## src/rtl/cpu_pkg.sv

```systemverilog
// cpu_pkg: shared run-control types and constants for the single-cycle core
package cpu_pkg;
  localparam int XLEN = 32;
  localparam logic [XLEN-1:0] PC_STEP = 32'd4;
  localparam logic [1:0] ALIGN_MASK = 2'b00;
  typedef enum logic [1:0] {
    S_IDLE  = 2'd0,
    S_FETCH = 2'd1,
    S_HALT  = 2'd2,
    S_FAULT = 2'd3
  } state_t;
  function automatic logic is_aligned(input logic [XLEN-1:0] a);
    return a[1:0] == ALIGN_MASK;
  endfunction
endpackage

```

## src/rtl/fetch_wait_timer.sv

```systemverilog
// fetch_wait_timer: saturating wait counter, o_tc high once LIMIT un-acked cycles have been counted
module fetch_wait_timer #(
  parameter int unsigned WIDTH = 8,
  parameter int unsigned LIMIT = 15
) (
  input  logic i_clk,
  input  logic i_rst_n,
  input  logic i_clr,
  input  logic i_en,
  output logic o_tc
);
  logic [WIDTH-1:0] r_count;
  always_ff @(posedge i_clk or negedge i_rst_n)
    if (!i_rst_n) r_count <= '0;
    else if (i_clr) r_count <= '0;
    else if (i_en && !o_tc) r_count <= r_count + 1'b1;
  assign o_tc = r_count == WIDTH'(LIMIT);
endmodule

```

## src/rtl/pc_sequencer.sv

```systemverilog
// pc_sequencer: PC register, FETCH/HALT/FAULT run control, retire counting and fault detection
module pc_sequencer
  import cpu_pkg::*;
#(
  parameter logic [XLEN-1:0] RESET_VECTOR = 32'h0000_0000,
  parameter int unsigned TIMEOUT_CYCLES = 16
) (
  input  logic            i_clk,
  input  logic            i_rst_n,
  output logic            o_fetch_req,
  input  logic            i_fetch_ack,
  input  logic            i_en_branch,
  input  logic [XLEN-1:0] i_branch_target,
  input  logic            i_ebreak,
  input  logic            i_resume,
  output logic [XLEN-1:0] o_current_pc,
  output logic            o_retire,
  output logic            o_halted,
  output logic            o_fault,
  output logic [XLEN-1:0] o_instret
);
  state_t r_state, w_next_state;
  logic [XLEN-1:0] r_pc, r_instret, w_next_pc, w_target;
  logic w_fetch, w_retire, w_tc;
  assign w_fetch = r_state == S_FETCH;
  assign w_retire = w_fetch & i_fetch_ack;
  assign w_target = r_pc + i_branch_target;
  // the timer reaches terminal count one cycle before the timeout edge
  fetch_wait_timer #(.WIDTH(8), .LIMIT(TIMEOUT_CYCLES - 1)) u_timer (
    .i_clk  (i_clk),
    .i_rst_n(i_rst_n),
    .i_clr  (!w_fetch || i_fetch_ack || w_tc),
    .i_en   (w_fetch && !i_fetch_ack),
    .o_tc   (w_tc)
  );
  always_comb begin
    w_next_state = r_state;
    w_next_pc = r_pc;
    unique case (r_state)
      S_IDLE: w_next_state = S_FETCH;
      S_FETCH:
        if (i_fetch_ack) begin
          if (i_ebreak) w_next_state = S_HALT;
          else if (i_en_branch) begin
            if (is_aligned(w_target)) w_next_pc = w_target;
            else w_next_state = S_FAULT;
          end else w_next_pc = r_pc + PC_STEP;
        end else if (w_tc) w_next_state = S_FAULT;
      S_HALT:
        if (i_resume) begin
          w_next_state = S_FETCH;
          w_next_pc = r_pc + PC_STEP;
        end
      default: ;
    endcase
  end
  always_ff @(posedge i_clk or negedge i_rst_n)
    if (!i_rst_n) begin
      r_state <= S_IDLE;
      r_pc <= RESET_VECTOR;
      r_instret <= '0;
    end else begin
      r_state <= w_next_state;
      r_pc <= w_next_pc;
      r_instret <= r_instret + XLEN'(w_retire);
    end
  assign o_fetch_req = w_fetch;
  assign o_halted = r_state == S_HALT;
  assign o_fault = r_state == S_FAULT;
  assign o_retire = w_retire;
  assign o_current_pc = r_pc;
  assign o_instret = r_instret;
endmodule

```

## config.mk

```make
export PLATFORM = sky130hd
export DESIGN_NAME = pc_sequencer
export DESIGN_NICKNAME = d
export VERILOG_FILES = /design/src/rtl/cpu_pkg.sv /design/src/rtl/fetch_wait_timer.sv /design/src/rtl/pc_sequencer.sv
export SDC_FILE = /design/constraint.sdc
export NUM_CORES = 1
export LEC_CHECK = 0
export BUFFER_PORTS_ARGS = -buffer_cell sky130_fd_sc_hd__buf_4
export CORE_ASPECT_RATIO = 1.4
export CORE_MARGIN = 3
export CORE_UTILIZATION = 45
export DETAILED_ROUTE_END_ITERATION = 12
export PLACE_DENSITY = 0.67
export SETUP_SLACK_MARGIN = 0.1
export SLEW_MARGIN = 20
export SYNTH_ARGS = -nofsm -noshare
export SYNTH_HDL_FRONTEND = slang
export SYNTH_SLANG_ARGS = --single-unit
export TNS_END_PERCENT = 1
```

## constraint.sdc

```tcl
create_clock -name i_clk -period 5 [get_ports i_clk]
set_input_delay 0.25 -clock i_clk [delete_from_list [all_inputs] [get_ports i_clk]]
set_output_delay 0.25 -clock i_clk [all_outputs]
set_load 0.01 [all_outputs]
```

==> implementation parameters, run 1 <==
Parameter                              Value

Die
  Initial core utilization ... 46.77%
  Boundary Pins ... 106
  Die outline area ... 0.01327 mm^2
  Number of rows in the core area ... 46
  Die Ht ... 135.1 um
  Area of the core ... 0.01145 mm^2
  Width of the chip ... 98.21 um

Synth
  Library cells used by synthesis ... 66
  Top cell type by total area after synthesis ... sky130_fd_sc_hd__dfrtp_1
  Synthesized instance count ... 633
  Cell types with the highest counts after synthesis ... sky130_fd_sc_hd__a21oi_1 (75), sky130_fd_sc_hd__dfrtp_1 (74), sky130_fd_sc_hd__nor2_1 (59)
  Yosys warning total ... 0
  Post-synth EDFFs ... 0
  Post-synthesis share of cell area spent on and, or, nand and nor gates ... 21.02%
  Mean cell area of the mapped netlist ... 8.462 um^2
  Synthesized-area fraction occupied by adder cells ... 8.549%
  Post-synth net total ... 707
  Cell with the most instances after synthesis ... sky130_fd_sc_hd__a21oi_1
  Sequential area share after synthesis ... 34.57%
  Leading post-synthesis cells by cell area ... sky130_fd_sc_hd__dfrtp_1 (35%), sky130_fd_sc_hd__ha_1 (8.2%), sky130_fd_sc_hd__a21oi_1 (7.0%)
  Fraction of synthesis flops using an asynchronous set or reset pin ... 100.0%
  Area of the mapped netlist ... 0.005356 mm^2
  Combinational family with the most area after synthesis ... compound AO/OA/AOI/OAI gates
  Synthesized-area fraction occupied by ao, oa, aoi and oai cells ... 23.34%
  Ys flop type ... sky130_fd_sc_hd__dfrtp_1
  Count of state elements after synthesis ... 74
  Synthesized-area fraction occupied by xor and xnor cells ... 8.993%
  Top cell type's share of synthesized area ... 34.57%
  Share of cell area taken by muxes after synthesis ... 0.1869%

Clock network
  Clk slew on worst S/H paths ... 0.06 ns
  Setup Fix Bufs, Post-CTS ... 0
  Worst skew pair latency ... 0.34 ns
  CTS H-tree depth ... 3
  Number of gates resized after cts ... 0
  Cts bufs inserted ... 9
  Sinks on the clock net ... 74
  Hold_buf cts ... 0
  Buffer type at the clock tree root ... sky130_fd_sc_hd__clkbuf_16
  Buffer depth of the longest clock path ... 2
  CTS tree ... yes

Final layout
  Share of the core filled with cells ... 57.10%
  Layout cells sized above 1 ... 18.80%
  Cell area after layout ... 0.006540 mm^2
  Net total in the final layout ... 803
  Layout-stage area growth over the synthesis result ... 22.10%
  Final-layout fill cell count ... 1063
  Diode count ... 0
  Cell Count, Final, Fillers Out ... 878

Timing
  # setup viols final ... 0
  Least-Margin Pin Slew ... 1.028 ns
  Max-slew violation count ... 0
  Final Skew ... 0.007389 ns
  Final critical path time including I/O delays and setup ... 3.268 ns
  TNS Setup ... 0 ns
  Achievable frequency ... 306.0 MHz
  Number of endpoints with negative hold slack in the final report ... 0
  Post-route worst setup slack ... 1.732 ns
  Unrepaired setup endpoints after global routing ... false
  Final worst path period share ... 65.36%
  Hold_ws ... 0.03418 ns
  Max-slew headroom at the worst pin ... 31.46%

Status
  Run status ... complete, no violations

Routing
  Vias ... 5168
  Routed Wire Length ... 14500 um
  Number of DRC markers after the initial detailed-route iteration ... 237
  DRC violation count after routing ... 0
  Count of antenna-violating nets left after detailed routing ... 0
  Via-to-Cell Ratio ... 5.886
  Number of optimization iterations in the first detailed-route pass ... 5
  Per-cell routed wire length ... 16.52 um

Run
  Max cap viols ... 0

Placed design
  DP Cell Count ... 862
  Count of buffers inserted at the top-level ports ... 105
  Worst setup timing slack at the placement stage ... 1.725 ns
  Placer congestion estimate ... 0.9079
  Area after detailed placement ... 0.006259 mm^2
  Estimated wirelength of the detail-placed design ... 11040 um

Critical path
  Startpoint of the worst-slack reg-to-reg timing path ... o_current_pc[0]
  Critical path class ... reg -> reg
  Setup crit start kind ... flip-flop
  Slack of the worst reg-to-reg path ... 1.73 ns
  Arrival time worst endpoint ... 3.47 ns
  Worst-case reg-to-reg path depth ... 11
  Crit path required time ... 5.21 ns
  Highest fanout seen on the critical path ... 26
  Critical Path Sink Type ... flip-flop
  Terminus of the critical flop-to-flop path ... o_current_pc[31]

Global route
  Global route overflow ... 0
  GR Util All Layers ... 21.95%
  Initial antenna violation count ... 0
  Pin count of the biggest net entering global routing ... 75
  Wire length of the first global-routing pass ... 24080 um
  Vias in the first global route ... 5123

Pwr
  LEAKAGE ... 3.068 nW
  PnR Total Power ... 2.192 mW
  P per Cell Area ... 335.2 mW/mm^2
  Worst vdd rail ir drop ... 0.0001441 V

Hold path
  Worst hold path type ... in -> async
-- worst max-delay path by stage --
| stage | start | to | slack [ns] |
|---|---|---|---|
| floorplan | o_current_pc[0] | o_current_pc[31] | 2.26 |
| global placement | o_current_pc[0] | o_current_pc[28] | 1.87 |
| detailed placement | o_current_pc[0] | o_current_pc[31] | 1.73 |
| CTS | o_current_pc[0] | o_current_pc[31] | 1.73 |
| global route | o_current_pc[0] | o_current_pc[31] | 1.32 |
| finish | o_current_pc[0] | o_current_pc[31] | 1.73 |
-- report_power, final --
| part | switching, mW | internal (mW) | leakage [nW] | total (mW) |
|---|---|---|---|---|
| Clock | 0.265 | 0.340 | 0.140 | 0.605 |
| Sequential | 0.107 | 0.658 | 0.967 | 0.765 |
| Combinational | 0.454 | 0.368 | 1.96 | 0.822 |
| Total | 0.826 | 1.37 | 3.07 | 2.19 |
-- area by class of cell --
cell class,count,area [um^2],share of cell area (%)
clock buffers,9,225.2,3.444
clock inverters,7,53.80,0.8227
inverters,25,93.84,1.435
flip-flops and latches,74,1852,28.31
well taps,144,180.2,2.755
repair buffers,107,803.3,12.28
multi-input cells,512,3332,50.95
-- sequential cells by signal, summed over array words and instances (netlist names) --
signal           count
o_instret           32
o_current_pc        32
u_timer.r_count      8
r_state              2
-- worst max-delay path, stage by stage (launching register included) --
cell and delay (ns):
sky130_fd_sc_hd__dfrtp_1 0.37, sky130_fd_sc_hd__ha_1 0.21, sky130_fd_sc_hd__inv_1 0.06, sky130_fd_sc_hd__fa_1 0.47
sky130_fd_sc_hd__nand2b_1 0.09, sky130_fd_sc_hd__a211oi_2 0.31, sky130_fd_sc_hd__a21oi_2 0.23, sky130_fd_sc_hd__nor4_1 0.64
sky130_fd_sc_hd__nand3_1 0.25, sky130_fd_sc_hd__and3_1 0.24, sky130_fd_sc_hd__o21ai_1 0.14, sky130_fd_sc_hd__o2111ai_1 0.12
-- layout by cell type (no fill, tap or decap), types with 9 or more instances in the layout --
| cell type | n |
|---|---|
| sky130_fd_sc_hd__xor2_1 | 22 |
| sky130_fd_sc_hd__xnor2_1 | 33 |
| sky130_fd_sc_hd__clkbuf_16 | 9 |
| sky130_fd_sc_hd__nor2_1 | 58 |
| sky130_fd_sc_hd__dfrtp_1 | 74 |
| sky130_fd_sc_hd__ha_1 | 35 |
| sky130_fd_sc_hd__a21o_1 | 20 |
| sky130_fd_sc_hd__and3_1 | 13 |
| sky130_fd_sc_hd__nand2_1 | 43 |
| sky130_fd_sc_hd__nor3_1 | 18 |
| sky130_fd_sc_hd__a21oi_1 | 74 |
| sky130_fd_sc_hd__inv_1 | 25 |
| sky130_fd_sc_hd__nand3_1 | 32 |
| sky130_fd_sc_hd__o21ai_0 | 37 |
| sky130_fd_sc_hd__buf_4 | 107 |
| sky130_fd_sc_hd__nand4_1 | 21 |
-- routing by layer --
layer  GRT usage (%)  share of wire (%)
met5               0                  0
met1           26.53                 42
met4           8.352                2.2
met2           39.13                 51
met3           3.463                4.4
-- kinds of logic (layout without fill, tap and decap cells) --
logic type / after synthesis / in the layout
xor+xnor: 55 / 55
flops: 74 / 74
compound gates: 196 / 196
simple gates: 224 / 224
buf+inv: 47 / 148
mux: 1 / 1
fa+ha+maj: 36 / 36
Power figures use the tool's default switching activity.
==> inputs of run 2 (changes only) <==
Settings changed: PLACE_DENSITY 0.67 to 0.7.
Clock period 5 ns to 2.9 ns, I/O delays scaled along.
==> implementation parameters, run 2 (same netlist as run 1, synthesis figures left out) <==
Parameter                              Value

Status
  Run status ... complete, no violations

Final layout
  Final-layout fill cell count ... 1024
  Net total in the final layout ... 838
  Area used by sequential logic in the layout ... 0.001852 mm^2
  Multi-input gate area ... 0.003406 mm^2
  Cell area after layout ... 0.006929 mm^2
  Diode count ... 0
  Layout-stage area growth over the synthesis result ... 29.36%
  Share of the core filled with cells ... 60.50%
  Top library cells by usage in the layout, fill and taps aside ... sky130_fd_sc_hd__buf_4 (140), sky130_fd_sc_hd__dfrtp_1 (74), sky130_fd_sc_hd__a21oi_1 (72)
  Layout cells sized above 1 ... 23.67%
  Most common cell after layout, fill and taps aside ... sky130_fd_sc_hd__buf_4

Clock network
  Worst skew pair latency ... 0.34 ns
  Clk slew on worst S/H paths ... 0.06 ns
  Buffer type at the clock tree root ... sky130_fd_sc_hd__clkbuf_16
  Sinks on the clock net ... 74
  Buffer depth of the longest clock path ... 2
  CTS tree ... yes
  CTS H-tree depth ... 3
  Cts bufs inserted ... 9

Routing
  Number of optimization iterations in the first detailed-route pass ... 5
  Routed Wire Length ... 15650 um
  Per-cell routed wire length ... 17.14 um
  Count of antenna-violating nets left after detailed routing ... 0
  DRC violation count after routing ... 0
  Vias ... 5330
  Number of DRC markers after the initial detailed-route iteration ... 273
  Via-to-Cell Ratio ... 5.838

Placed design
  Estimated wirelength of the detail-placed design ... 11810 um
  Placer congestion estimate ... 0.9487
  Count of buffers inserted at the top-level ports ... 105
  Area after detailed placement ... 0.006476 mm^2

Pwr
  Share of total power in sequential cells ... 31.4%
  Internal portion of total power ... 2.535 mW
  PnR Total Power ... 4.007 mW
  Combinational group share of total power ... 39.4%
  Clock network fraction of total power ... 29.2%
  LEAKAGE ... 3.264 nW
  Worst vdd rail ir drop ... 0.0003337 V
  P per Cell Area ... 578.3 mW/mm^2
  Switching Fraction ... 36.73%
  Switching power total ... 1.472 mW

Hold path
  Worst hold path type ... in -> reg
  Number of cells on the worst hold path ... 2
  Startpoint of the most critical hold path ... i_ebreak
  Worst Hold End ... r_state[0]

Critical path
  Sum of buffers and inverters on the critical path ... 1
  Critical Path Stages ... 10
  Startpoint of the worst-slack reg-to-reg timing path ... o_current_pc[7]
  Terminus of the critical flop-to-flop path ... o_current_pc[25]
  Crit path required time ... 3.18 ns
  Critical Path Sink Type ... flip-flop
  Highest fanout seen on the critical path ... 6
  Worst-case reg-to-reg path depth ... 10
  Kind of cell adding the most delay to the critical path ... simple AND/OR/NAND/NOR gates
  Setup crit start kind ... flip-flop
  Crit-path max cell delay ... 0.41 ns
  Critical path class ... reg -> reg
  Slowest cell on the critical path ... sky130_fd_sc_hd__dfrtp_1
  Arrival time worst endpoint ... 3.01 ns
  Slack of the worst reg-to-reg path ... 0.16 ns
  Crit-path cells ... ha_2 -> nand3_2 -> nor4_2 -> nor3_1 -> buf_4 -> o31ai_4 -> a22oi_2 -> o21ba_1 -> or4_1 -> nand3_1

Timing
  Final Skew ... 0.007469 ns
  TNS Setup ... 0 ns
  Max-slew violation count ... 0
  Max-slew headroom at the worst pin ... 66.33%
  Number of endpoints with negative hold slack in the final report ... 0
  # setup viols final ... 0
  Unrepaired setup endpoints after global routing ... true
  Achievable frequency ... 365.5 MHz
  Final worst path period share ... 94.33%
  Least-Margin Pin Slew ... 0.5032 ns
  Final critical path time including I/O delays and setup ... 2.736 ns

Die
  Die outline area ... 0.01327 mm^2
  Area of the core ... 0.01145 mm^2
  Number of rows in the core area ... 46
  Die Ht ... 135.1 um
  Initial core utilization ... 46.77%
  Boundary Pins ... 106
  Width of the chip ... 98.21 um

Global route
  GR Util All Layers ... 23.66%
  Wire length of the first global-routing pass ... 25740 um
  Global route overflow ... 0
  Vias in the first global route ... 5376
  Pin count of the biggest net entering global routing ... 75
  Initial antenna violation count ... 0

Run
  Max cap viols ... 0
[run 2: worst max path at each step]
stage                    start  slack, ns                to
6_report       o_current_pc[7]       0.16  o_current_pc[25]
3_5_place_dp   o_current_pc[0]       0.01  o_current_pc[31]
2_1_floorplan  o_current_pc[0]       0.16  o_current_pc[31]
4_1_cts        o_current_pc[0]       0.04  o_current_pc[31]
3_3_place_gp        r_state[1]       0.17     o_instret[30]
5_1_grt        o_current_pc[7]      0.009  o_current_pc[25]
[run 2: what timing repair did]
item | 4_1_cts | 5_1_grt
hold endpoints to repair | 0 | 16
hold buffers | 0 | 1
gates cloned | 0 | 0
buffers inserted | 0 | 4
endpoints found under the setup margin | 6 | 22
resized for setup | 2 | 14
pin swaps | 1 | 4
[run 2: power by group through the flow]
stage | Clock, mW | Combinational (mW) | Sequential [mW]
final | 1.17 | 1.58 | 1.26
after global routing | 1.24 | 1.76 | 1.27
after CTS | 1.19 | 1.55 | 1.25
after detailed placement | 0 | 1.54 | 1.27
after global placement | 0 | 1.52 | 1.27
after floorplan | 0 | 0.927 | 1.33
[run 2: metal layers]
layer  global-route usage (%)  vias up  share of wire, %
li1                         -     2590                 -
met1                    26.11     2550                39
met2                    44.43      155                54
met3                    3.669       35               3.9
met4                    10.40        0               3.4
met5                        0        -                 0
[run 2: cell type report]
type                       count  share of cell area [%]
timing repair buffer         142                   15.71
clock buffer                   9                   3.250
inverter                      25                   1.354
multi-input combinational    512                   49.15
sequential                    74                   26.72
clock inverter                 7                   1.210
tap                          144                   2.600
[run 2: stage by stage]
| step | hold slack (ns) | cells | setup slack (ns) |
|---|---|---|---|
| floorplan | -0.1506 | 633 | 0.1597 |
| CTS | 0.005750 | 907 | 0.03506 |
| finish | 0.05260 | 913 | 0.1643 |
| detailed placement | 0.3717 | 891 | 0.01102 |
| global route | 0.06997 | 913 | 0.009173 |
| global placement | 0.3633 | 891 | 0.1728 |
[run 2: worst reg2reg max path: cells and delay by family (launching register included)]
kind / cells / cell delay, ns
compound gates: 3 / 0.70
fa+ha+maj: 1 / 0.41
buf+inv: 1 / 0.15
flops: 1 / 0.41
simple gates: 5 / 1.01
